`src/rtl/level_sweep_stop.sv`:
```
// Level sweep source for the thermometer bar decoder: a 4-bit level bounces 0..15..0
// at a prescaled rate, freezes on a stop press (one-cycle en strobe) and resumes on go.
module level_sweep_stop #(
    parameter int unsigned DIV   = 4,
    parameter int unsigned DIV_W = 24
) (
    input  logic       clk,
    input  logic       reset,
    input  logic       stop_btn,
    input  logic       go_btn,
    output logic [3:0] b,
    output logic       en,
    output logic       running,
    output logic       dir
);

    // state | meaning
    // IDLE  | after reset, waiting for the first go press; level parked at 0
    // RUN   | sweeping, one level step every DIV cycles
    // HOLD  | level and direction frozen after a stop press; go resumes
    typedef enum logic [1:0] {
        IDLE = 2'd0,
        RUN  = 2'd1,
        HOLD = 2'd2
    } state_t;

    localparam logic [DIV_W-1:0] LAST_TICK = DIV_W'(DIV - 1);

    state_t           state, state_next;
    logic [DIV_W-1:0] prescaler, prescaler_next;
    logic [3:0]       b_next;
    logic             dir_next;
    logic             en_pend, en_pend_next;
    logic             stop_q, go_q;
    logic             stop_rise, go_rise;

    assign stop_rise = stop_btn & ~stop_q;
    assign go_rise   = go_btn & ~go_q;

    always_ff @(posedge clk) begin
        if (reset) begin
            state     <= IDLE;
            b         <= 4'd0;
            dir       <= 1'b1;
            prescaler <= '0;
            en_pend   <= 1'b0;
            en        <= 1'b0;
            running   <= 1'b0;
            stop_q    <= 1'b1;
            go_q      <= 1'b1;
        end else begin
            state     <= state_next;
            b         <= b_next;
            dir       <= dir_next;
            prescaler <= prescaler_next;
            en_pend   <= en_pend_next;
            en        <= en_pend;
            running   <= (state_next == RUN);
            stop_q    <= stop_btn;
            go_q      <= go_btn;
        end
    end

    always_comb begin
        state_next     = state;
        b_next         = b;
        dir_next       = dir;
        prescaler_next = prescaler;
        en_pend_next   = 1'b0;

        case (state)
            IDLE: begin
                if (go_rise) begin
                    state_next     = RUN;
                    b_next         = 4'd0;
                    dir_next       = 1'b1;
                    prescaler_next = '0;
                end
            end
            RUN: begin
                // Stop beats a step due in the same cycle; en follows one cycle
                // after the freeze so b is already stable when it is seen.
                if (stop_rise) begin
                    state_next     = HOLD;
                    prescaler_next = '0;
                    en_pend_next   = 1'b1;
                end else if (prescaler == LAST_TICK) begin
                    prescaler_next = '0;
                    if (dir) begin
                        if (b == 4'd15) begin
                            dir_next = 1'b0;
                            b_next   = 4'd14;
                        end else begin
                            b_next = b + 4'd1;
                        end
                    end else begin
                        if (b == 4'd0) begin
                            dir_next = 1'b1;
                            b_next   = 4'd1;
                        end else begin
                            b_next = b - 4'd1;
                        end
                    end
                end else begin
                    prescaler_next = prescaler + 1'b1;
                end
            end
            HOLD: begin
                if (go_rise) begin
                    state_next     = RUN;
                    prescaler_next = '0;
                end
            end
            default: begin
                state_next = IDLE;
            end
        endcase
    end

endmodule
```
`config.mk`:
```
export PLATFORM = sky130hd
export DESIGN_NAME = level_sweep_stop
export DESIGN_NICKNAME = d
export VERILOG_FILES = /design/src/rtl/level_sweep_stop.sv
export SDC_FILE = /design/constraint.sdc
export NUM_CORES = 1
export LEC_CHECK = 0
export ABC_AREA = 1
export BUFFER_PORTS_ARGS = -buffer_cell sky130_fd_sc_hd__buf_2
export CAP_MARGIN = 0
export CORE_MARGIN = 2
export CORE_UTILIZATION = 40
export DETAILED_ROUTE_END_ITERATION = 8
export SLEW_MARGIN = 20
export SYNTH_ARGS = -nofsm -noshare
export SYNTH_HDL_FRONTEND = slang
export SYNTH_SLANG_ARGS = --single-unit
```
`constraint.sdc`:
```
create_clock -name clk -period 2.8 [get_ports clk]
set_clock_uncertainty 0.1 [all_clocks]
set_input_delay 0.28 -clock clk [delete_from_list [all_inputs] [get_ports clk]]
set_output_delay 0.28 -clock clk [all_outputs]
set_load 0.02 [all_outputs]
```
==> results of run 1 <==
-- cell families after synthesis --
kind of cell | synth area share [%]
AOI/OAI and AO/OA | 5.03
xor gates and xnor gates | 6.63
adders and majority gates | 2.37
buffers and inverters | 8.58
DFF | 34.1
and+or+nand+nor | 43.3
-- how the worst min path moves through the flow --
stage,cells past startpoint,endpoint,slack (ns),from
detailed placement,2,en$_SDFF_PP0_,0.31,en_pend$_SDFF_PP0_
CTS,2,go_q$_SDFF_PP1_,0.1,go_btn
global placement,2,en$_SDFF_PP0_,0.29,en_pend$_SDFF_PP0_
floorplan,1,state[1]$_SDFF_PP0_,0.25,reset
finish,2,go_q$_SDFF_PP1_,0.10,go_btn
global route,3,stop_q$_SDFF_PP1_,0.11,stop_btn
-- Yosys cell counts, types with 2 or more instances --
cell      n
nand4_1   8
a21oi_1  10
xor2_1   11
nand3_1  29
nor2_2    5
nor2_1   59
nand2_1  67
inv_2     8
nor3_1    5
xnor2_1   5
dfxtp_1  36
nor3_4    2
inv_1    32
ha_1      4
nor3_2    2
nand2_2   6
o21ai_0   7
nor2_4    5
buf_4     2
-- final cells by class --
cell class | instances | area (um^2)
repair buffers | 10 | 50.0
well taps | 70 | 87.6
flip-flops and latches | 36 | 721
inverters | 40 | 150
clock buffers | 6 | 72.6
clock inverters | 2 | 35.0
multi-input cells | 232 | 1210
fillers | 558 | 2780
-- per-stage QoR --
step	hold slack, ns	instances
3_5_place_dp	0.308	388
3_3_place_gp	0.291	388
4_1_cts	0.0953	396
6_report	0.103	396
2_1_floorplan	0.249	312
5_1_grt	0.111	396
-- per-layer routing --
layer	part of all wire [%]	wire [um]
met5	0	0
met4	1.3	55
met3	3.5	145
met2	45	1890
met1	50	2110
-- registers in the layout (all words and copies together) (netlist names) --
signal     cells
en_pend        1
stop_q         1
running        1
en             1
b              4
go_q           1
prescaler     24
state          2
dir            1
-- report_power, final --
part / total, mW / internal (mW) / leakage (nW) / switching [mW]
Clock: 0.447 / 0.264 / 0.0552 / 0.183
Combinational: 0.113 / 0.0374 / 0.611 / 0.0759
Sequential: 0.543 / 0.525 / 0.292 / 0.0187
-- worst max-delay path, cell delays in order (launching register included) --
cell and delay, ns:
dfxtp_1 0.41, ha_1 0.20, inv_1 0.04, nor2_1 0.09, nand3_1 0.09, o21ai_2 0.15
nand2_1 0.09, nand2_2 0.35, nor2_1 0.10
-- cells in the final DEF, fill, tap and decap left out, types with 6 or more instances in the layout --
cell type  count
a21oi_1       10
nand3_1       29
nand2_1       67
nor2_1        59
o21ai_0        7
nand2_2        6
inv_2          8
xor2_1        11
buf_2         10
nand4_1        8
dfxtp_1       36
inv_1         32
==> flow_metrics.tcl, run 1 <==
set metrics [dict create \
    dpl_worst_slack_ns 1.03 \
    busiest_layer "met2" \
    portBuffers 10 \
    gp_congestion 0.838 \
    vias 1862 \
    grt_use_met2_pct 25.0 \
    regToRegStartpoint "prescaler[0]$_SDFFE_PP0P_" \
    final_util_pct 45.6 \
    crit_arrival_ns 1.81 \
    path_class "flop to flop" \
    ys_seq_area_share_pct 34.1 \
    finalPower_mw 1.10 \
    drt_iter0_drc 67 \
    syn_inst 312 \
    die_x_um 76.7 \
    crit_start "prescaler[0]$_SDFFE_PP0P_" \
    antenna_left 0 \
    synth_nets 320 \
    overflow 0 \
    worst_slew_pin_slew_ns 0.433 \
    dieArea_um2 5880 \
    grt_max_degree 23 \
    synth-edff-count 0 \
    grt_use_met3_pct 3.65 \
    cp-end-kind "flop" \
    grt_pass1_vias 1682 \
    met1_usage_pct 19.9 \
    place_area_um2 2220 \
    cts_tree "done" \
    syn_area_um2 2110 \
    syn_area_per_cell_um2 6.78 \
    start_util_pct 41.4 \
    setup_viol 0 \
    row_count 26 \
    grt_pass1_wl_mm 7.41 \
    setup-tns-final_ns 0 \
    dr.pass1.iters 4 \
    fmax_ghz 0.570 \
    die_h_um 76.7 \
    wirelength_mm 4.20 \
    grt_antenna_before_repair 0 \
    relSlewSlack_pct 71.0 \
    area_growth_pct 10.1 \
    io_pins 11 \
    cp-start-kind "flop" \
    cts_resized 0 \
    synth.distinct_cells 28 \
    regToRegSetupSlack_ns 1.05 \
    cp-endpoint "prescaler[19]$_SDFFE_PP0P_" \
    post-route-drc-count 0 \
    timing.final.hold_violations 0 \
    cts_num_sinks 36 \
    status "complete, no violations" \
    ys_warn_count 0 \
    period_share_pct 62.6 \
    drive_above_1_share_pct 15.3 \
    rr_endpoint "prescaler[19]$_SDFFE_PP0P_" \
    cts_hold_buf 0 \
    grt_use_total_pct 15.4 \
    min_period_ns 1.75 \
    dp_hpwl_mm 3.19 \
    leakagePower_nw 0.958 \
    synth_ff_type "dfxtp_1" \
    async_flop_share_pct 0 \
    cts_buffers 5 \
    cellPowerDensity_nw_per_um2 474 \
    synth_top_area_share_pct 34.1 \
    vias_per_cell 4.70 \
    cts.root.buffer_cell "clkbuf_8" \
    antenna_cells 0 \
    hp-class "input pin to flop" \
    wl_per_cell_um 10.6 \
    yosys.area.top_type "dfxtp_1" \
    worstPathMaxFanout 22 \
    yosys-top-cells-area "dfxtp_1 (34%), nand2_1 (12%), nor2_1 (10%)" \
    peakVddDrop_uv 256 \
    htreeDepth 2 \
    maxCapViolCount 0 \
    clkLatencyLatePin_ns 0.29 \
    reg2reg_depth 8 \
    ys_ff_latch 36 \
    setup_ws_ns 1.05 \
    core_um2 5110 \
    fin_area_um2 2330 \
    path_clk_slew_ns 0.07 \
    rsz0062_at_grt "no" \
    cts_max_path_buffers 2 \
    maxSlewViolCount 0 \
    post-cts-setup-buffer-count 0 \
    layout.nets 333 \
    critPathRequiredTime_ns 2.86 \
]
No activity file was read; power rests on OpenSTA's default activity.
==> run 2: changes to the inputs <==
==> constraint.sdc (replaced) <==
create_clock -name clk -period 1.4 [get_ports clk]
set_clock_uncertainty 0.1 [all_clocks]
set_input_delay 0.14 -clock clk [delete_from_list [all_inputs] [get_ports clk]]
set_output_delay 0.14 -clock clk [all_outputs]
set_load 0.02 [all_outputs]
==> run 2 against run 1 <==
Net effect:
- the run now ends with negative setup slack left
- setup slack worse by 1.3 ns
- clock power is 110% higher
- wire length is 40% higher
- via count is 20% higher
- flip-flop and latch count stayed put
- utilization is 17 points higher
- power is 120% higher
- fmax is 8.7% higher
- worst hold slack better by 0.040 ns
- final cell count is 18% higher
- non-clock buffer count is 70 higher
- critical path depth is 1 higher
- critical path type unchanged
- critical endpoint is now prescaler[3]$_SDFFE_PP0P_
- largest cell class unchanged
==> flow_metrics.tcl, run 2 (same netlist as run 1, synthesis figures left out) <==
set metrics [dict create \
    io_pins 11 \
    overflow 0 \
    cts_num_sinks 36 \
    multi_input_area_um2 1480 \
    top_register "prescaler" \
    die_h_um 76.7 \
    cp-end-kind "flop" \
    final_common_cell "nand2_1" \
    row_count 26 \
    maxCapViolCount 0 \
    post-route-drc-count 0 \
    rr_endpoint "prescaler[3]$_SDFFE_PP0P_" \
    maxSlewViolCount 0 \
    status "finished with violations" \
    die_x_um 76.7 \
    finalPower_mw 2.43 \
    wirelength_mm 5.89 \
    crit_start "prescaler[0]$_SDFFE_PP0P_" \
    leakagePower_nw 1.42 \
    cts_max_path_buffers 2 \
    timing.final.hold_violations 0 \
    grt_pass1_vias 2127 \
    vias 2234 \
    vias_per_cell 4.79 \
    cellPowerDensity_nw_per_um2 755 \
    cts.root.buffer_cell "clkbuf_8" \
    final_cells 466 \
    top_regs "prescaler x24, b x4, state x2" \
    regToRegSetupSlack_ns -0.21 \
    cp-endpoint "prescaler[3]$_SDFFE_PP0P_" \
    worst_slew_pin_slew_ns 0.371 \
    largest_reg_flops 24 \
    relSlewSlack_pct 75.1 \
    regToRegStartpoint "prescaler[0]$_SDFFE_PP0P_" \
    critPathRequiredTime_ns 1.49 \
    hold_slack_ns 0.143 \
    gp_congestion 0.829 \
    grt_pass1_wl_mm 9.09 \
    dieArea_um2 5880 \
    area_growth_pct 52.0 \
    start_util_pct 41.4 \
    dp_hpwl_mm 3.79 \
    rsz0062_at_grt "yes" \
    violations "negative setup slack" \
    peakVddDrop_uv 566 \
    wl_per_cell_um 12.6 \
    place_inst 445 \
    antenna_left 0 \
    grt_use_total_pct 19.6 \
    hp-class "input pin to flop" \
    grt_max_degree 12 \
    fmax_ghz 0.619 \
    core_um2 5110 \
    grt_antenna_before_repair 0 \
    portBuffers 10 \
    period_share_pct 115 \
    cts_tree "done" \
    htreeDepth 2 \
    fill_cells 457 \
    dr.pass1.iters 4 \
    cts_buffers 5 \
    layout.nets 403 \
    drt_iter0_drc 88 \
    worstPathMaxFanout 5 \
    setup-tns-final_ns -4.56 \
    final_cell_mix "nand2_1 (59), buf_4 (58), nor2_1 (37)" \
    crit_arrival_ns 1.71 \
    cp-start-kind "flop" \
    clkLatencyLatePin_ns 0.30 \
    antenna_cells 0 \
    ff_latch_area_um2 734 \
    path_clk_slew_ns 0.07 \
    path_class "flop to flop" \
    min_path_cells 3 \
    reg2reg_depth 9 \
    drive_above_1_share_pct 42.9 \
    final_util_pct 62.9 \
    setup_ws_ns -0.214 \
    setup_viol 28 \
    min_period_ns 1.61 \
]
## run 2: cell types whose count changed in the layout (fill, tap and decap cells not counted), moves of 4 or more
| cell | before | now |
|---|---|---|
| dfxtp_2 | 0 | 5 |
| nor2_4 | 5 | 14 |
| nand2_4 | 1 | 6 |
| nor2_2 | 5 | 18 |
| xor2_1 | 11 | 6 |
| nor2_1 | 59 | 37 |
| buf_6 | 0 | 4 |
| dlygate4sd3_1 | 0 | 4 |
| nand2_1 | 67 | 59 |
| dfxtp_1 | 36 | 29 |
| buf_4 | 0 | 58 |
| nand3_1 | 29 | 24 |
| xor2_2 | 0 | 5 |
| nand3_2 | 1 | 6 |
## run 2: how the worst min path moves through the flow
stage                         from                  to
after floorplan              reset   b[1]$_SDFFE_PP0P_
after global placement    stop_btn   stop_q$_SDFF_PP1_
after detailed placement  stop_btn   stop_q$_SDFF_PP1_
after CTS                    reset   stop_q$_SDFF_PP1_
after global routing      stop_btn  en_pend$_SDFF_PP0_
final                        reset   stop_q$_SDFF_PP1_
## run 2: what timing repair did
action | CTS | global route
buffers inserted | 7 | 3
cloned | 1 | 2
pin swaps | 7 | 22
hold buffers | 4 | 0
resized for setup | 19 | 59
endpoints found under the hold margin | 7 | 0
setup endpoints to repair | 28 | 29
## run 2: metal layers
layer / track usage, % / wire length [um] / up-vias / share of wire (%)
met5: 0 / 0 / - / 0
met4: 10.5 / 180 / 0 / 3.1
met3: 3.76 / 211 / 16 / 3.6
met2: 33.7 / 2950 / 47 / 50
met1: 23.1 / 2550 / 1026 / 43
li1: - / - / 1145 / -
## run 2: through the flow
| stage | setup slack [ns] | area (um^2) |
|---|---|---|
| 2_1_floorplan | -0.0383 | 2130 |
| 6_report | -0.214 | 3210 |
| 4_1_cts | -0.202 | 2980 |
| 5_1_grt | -0.306 | 3210 |
| 3_5_place_dp | -0.238 | 2670 |
| 3_3_place_gp | -0.199 | 2670 |
## run 2: worst max-delay path, stage by stage, from the launching register on
cell and delay, ns:
dfxtp_4 0.39, ha_4 0.16, inv_2 0.03, nor2_1 0.10
nand3_1 0.11, o21ai_2 0.19, nand2_2 0.09, nand2_4 0.13
clkbuf_16 0.18, nor2_2 0.03
## run 2: cell type report
type / instances / share of cell area [%]
Sequential cell: 36 / 22.9
Clock buffer: 6 / 2.26
Timing Repair Buffer: 80 / 20.4
Multi-Input combinational cell: 232 / 46.0
Inverter: 40 / 4.67
Tap cell: 70 / 2.73
Clock inverter: 2 / 1.09
## run 2: power by group
| group | switching, mW | internal (mW) |
|---|---|---|
| logic | 0.224 | 0.188 |
| clock network | 0.397 | 0.529 |
| registers | 0.0367 | 1.05 |
| total | 0.659 | 1.77 |
==> run 3: changes to the inputs <==
--- a/config.mk
+++ b/config.mk
@@ -10,7 +10,9 @@
 export CAP_MARGIN = 0
 export CORE_MARGIN = 2
 export CORE_UTILIZATION = 40
+export CTS_BUF_LIST = sky130_fd_sc_hd__clkbuf_2 sky130_fd_sc_hd__clkbuf_4 sky130_fd_sc_hd__clkbuf_8
 export DETAILED_ROUTE_END_ITERATION = 8
+export REMOVE_ABC_BUFFERS = 1
 export SLEW_MARGIN = 20
 export SYNTH_ARGS = -nofsm -noshare
 export SYNTH_HDL_FRONTEND = slang
==> run 3 against run 2 <==
Net effect:
- the run still ends with negative setup slack left
- sequential share of layout area rose by 1.5 points
- wire length fell by 12%
- register-to-register slack improved by 0.03 ns
- largest power group unchanged
- clock-buffer cell count fell by 1
==> flow_metrics.tcl, run 3 (same netlist as run 1, synthesis figures left out) <==
set metrics [dict create \
    status "finished with violations" \
    violations "negative setup slack" \
    dieArea_um2 5880 \
    wl_met3_um 160 \
    grt_use_total_pct 18.2 \
    place_area_um2 2600 \
    fill_cells 456 \
    core_um2 5110 \
    grt_antenna_before_repair 0 \
    hold_end "state[1]$_SDFF_PP0_" \
    dr_wl_met2_mm 2.47 \
    final_cell_mix "nand2_1 (61), buf_4 (56), nor2_1 (51)" \
    regToRegStartpoint "prescaler[0]$_SDFFE_PP0P_" \
    drive_above_1_share_pct 35.5 \
    antenna_left 0 \
    final_cells 461 \
    p_sw_uw 645 \
    place_inst 437 \
    comb_power_share_pct 17.8 \
    relSlewSlack_pct 77.5 \
    peakVddDrop_uv 439 \
    post-route-drc-count 0 \
    hp-class "input pin to flop" \
    die_x_um 76.7 \
    row_count 26 \
    worst_slew_pin_slew_ns 0.336 \
    top_regs "prescaler x24, b x4, state x2" \
    rsz0062_at_grt "yes" \
    cts.root.buffer_cell "clkbuf_8" \
    dr.pass1.iters 4 \
    regToRegSetupSlack_ns -0.18 \
    area_growth_pct 41.6 \
    holdCritStartpoint "go_btn" \
    cts_tree "done" \
    fin_area_um2 2990 \
    pwr-share-clk_pct 33.9 \
    cts_num_sinks 36 \
    crit_chain "buf_4 > ha_4 > nand2_4 > nor2_4 > buf_4 > buf_4 > nand2_2 > buf_4 > xor2_1 > nor2_1" \
    grt_max_degree 13 \
    setup_ws_ns -0.184 \
    dpl_worst_slack_ns -0.193 \
    vias_per_cell 4.62 \
    cp_top_family "buffers and inverters" \
    grt_pass1_wl_mm 8.67 \
    largest_reg_flops 24 \
    leakagePower_nw 1.32 \
    maxCapViolCount 0 \
    critPathMaxStageDelay_ns 0.35 \
    internal_power_mw 1.59 \
    switching_share_pct 28.9 \
    dp_hpwl_mm 3.60 \
    setup_viol 26 \
    path_clk_slew_ns 0.08 \
    min_period_ns 1.58 \
    drt_iter0_drc 109 \
    crit_buf_inv 4 \
    gp_congestion 0.852 \
    rr_endpoint "prescaler[4]$_SDFFE_PP0P_" \
    critPathRequiredTime_ns 1.50 \
    die_h_um 76.7 \
    period_share_pct 113 \
    top_layer "met4" \
    wl_met1_mm 2.42 \
    overflow 0 \
    setup-tns-final_ns -3.50 \
    clkLatencyLatePin_ns 0.29 \
    path_class "flop to flop" \
    worstPathMaxFanout 3 \
    vias 2131 \
    finalPower_mw 2.23 \
    top_register "prescaler" \
    cp-end-kind "flop" \
    fmax_ghz 0.631 \
    antenna_cells 0 \
    seq_power_share_pct 48.3 \
    maxSlewViolCount 0 \
    wl_per_cell_um 11.2 \
    slowest_stage "dfxtp_4" \
    cts_max_path_buffers 2 \
    wirelength_mm 5.16 \
    min_path_cells 6 \
    htreeDepth 2 \
    cp-start-kind "flop" \
    cts_buffers 5 \
    cellPowerDensity_nw_per_um2 745 \
    timing.final.hold_violations 0 \
    final_common_cell "nand2_1" \
    start_util_pct 41.4 \
    portBuffers 10 \
    crit_arrival_ns 1.68 \
    io_pins 11 \
    path_common_cell "buf_4" \
    grt_pass1_vias 2005 \
    reg2reg_depth 10 \
    layout.nets 398 \
]
==> run 3: cell types whose count changed in the layout (fill, tap and decap cells not counted), sizes merged <==
cell	before	now
dlygate4sd3	4	3
clkbuf	8	6
clkinv	1	3
buf	74	71
bufinv	1	0
==> run 3: routing by layer <==
layer,up-vias,GRT usage (%)
li1,1145,-
met1,939,22.4
met2,36,30.7
met3,11,3.76
met4,0,7.82
met5,-,0
==> run 3: per-stage QoR <==
stage | hold WS (ns) | util [%]
5_1_grt | 0.203 | 58.6
6_report | 0.165 | 58.6
2_1_floorplan | 0.109 | -
4_1_cts | 0.153 | 55.7
3_3_place_gp | 0.261 | 50.9
3_5_place_dp | 0.259 | 50.9
==> run 3: worst max path at each step <==
stage | from | to | slack, ns | cells past startpoint
finish | prescaler[0]$_SDFFE_PP0P_ | prescaler[4]$_SDFFE_PP0P_ | -0.18 | 10
global route | prescaler[1]$_SDFFE_PP0P_ | prescaler[22]$_SDFFE_PP0P_ | -0.26 | 10
CTS | prescaler[1]$_SDFFE_PP0P_ | prescaler[18]$_SDFFE_PP0P_ | -0.14 | 12
detailed placement | prescaler[1]$_SDFFE_PP0P_ | prescaler[18]$_SDFFE_PP0P_ | -0.19 | 10
global placement | prescaler[1]$_SDFFE_PP0P_ | prescaler[18]$_SDFFE_PP0P_ | -0.17 | 10
floorplan | prescaler[0]$_SDFFE_PP0P_ | prescaler[10]$_SDFFE_PP0P_ | -0.13 | 8
==> run 3: power by group through the flow <==
stage               clock network (mW)  logic [mW]  registers, mW
floorplan                            0       0.155           1.12
global placement                     0       0.305           1.10
detailed placement                   0       0.306           1.10
CTS                              0.774       0.353           1.08
global route                     0.818       0.440           1.08
finish                           0.755       0.398           1.08
==> run 3: area by class of cell <==
class / count / area [um^2] / share of cell area (%)
inverter: 40 / 150 / 5.01
timing repair buffer: 75 / 607 / 20.3
sequential: 36 / 729 / 24.4
multi-input combinational: 232 / 1330 / 44.5
tap: 70 / 87.6 / 2.93
clock inverter: 3 / 18.8 / 0.627
clock buffer: 5 / 68.8 / 2.30
==> run 3: timing repair <==
action                                  4_1_cts  5_1_grt
cloned                                        1        1
endpoints found under the setup margin       28       29
gates resized for setup                      22       20
endpoints found under the hold margin         7        0
hold buffers                                  3        0
setup buffers                                 4        7
pin swaps                                     9       21
==> run 3: worst register-to-register path: cells and delay by family (launching register included) <==
kind	cells	cell delay [ns]
XOR/XNOR	1	0.14
AND/OR/NAND/NOR	4	0.25
buffers and inverters	4	0.48
flip-flops	1	0.35
adder cells (fa/ha/maj)	1	0.16
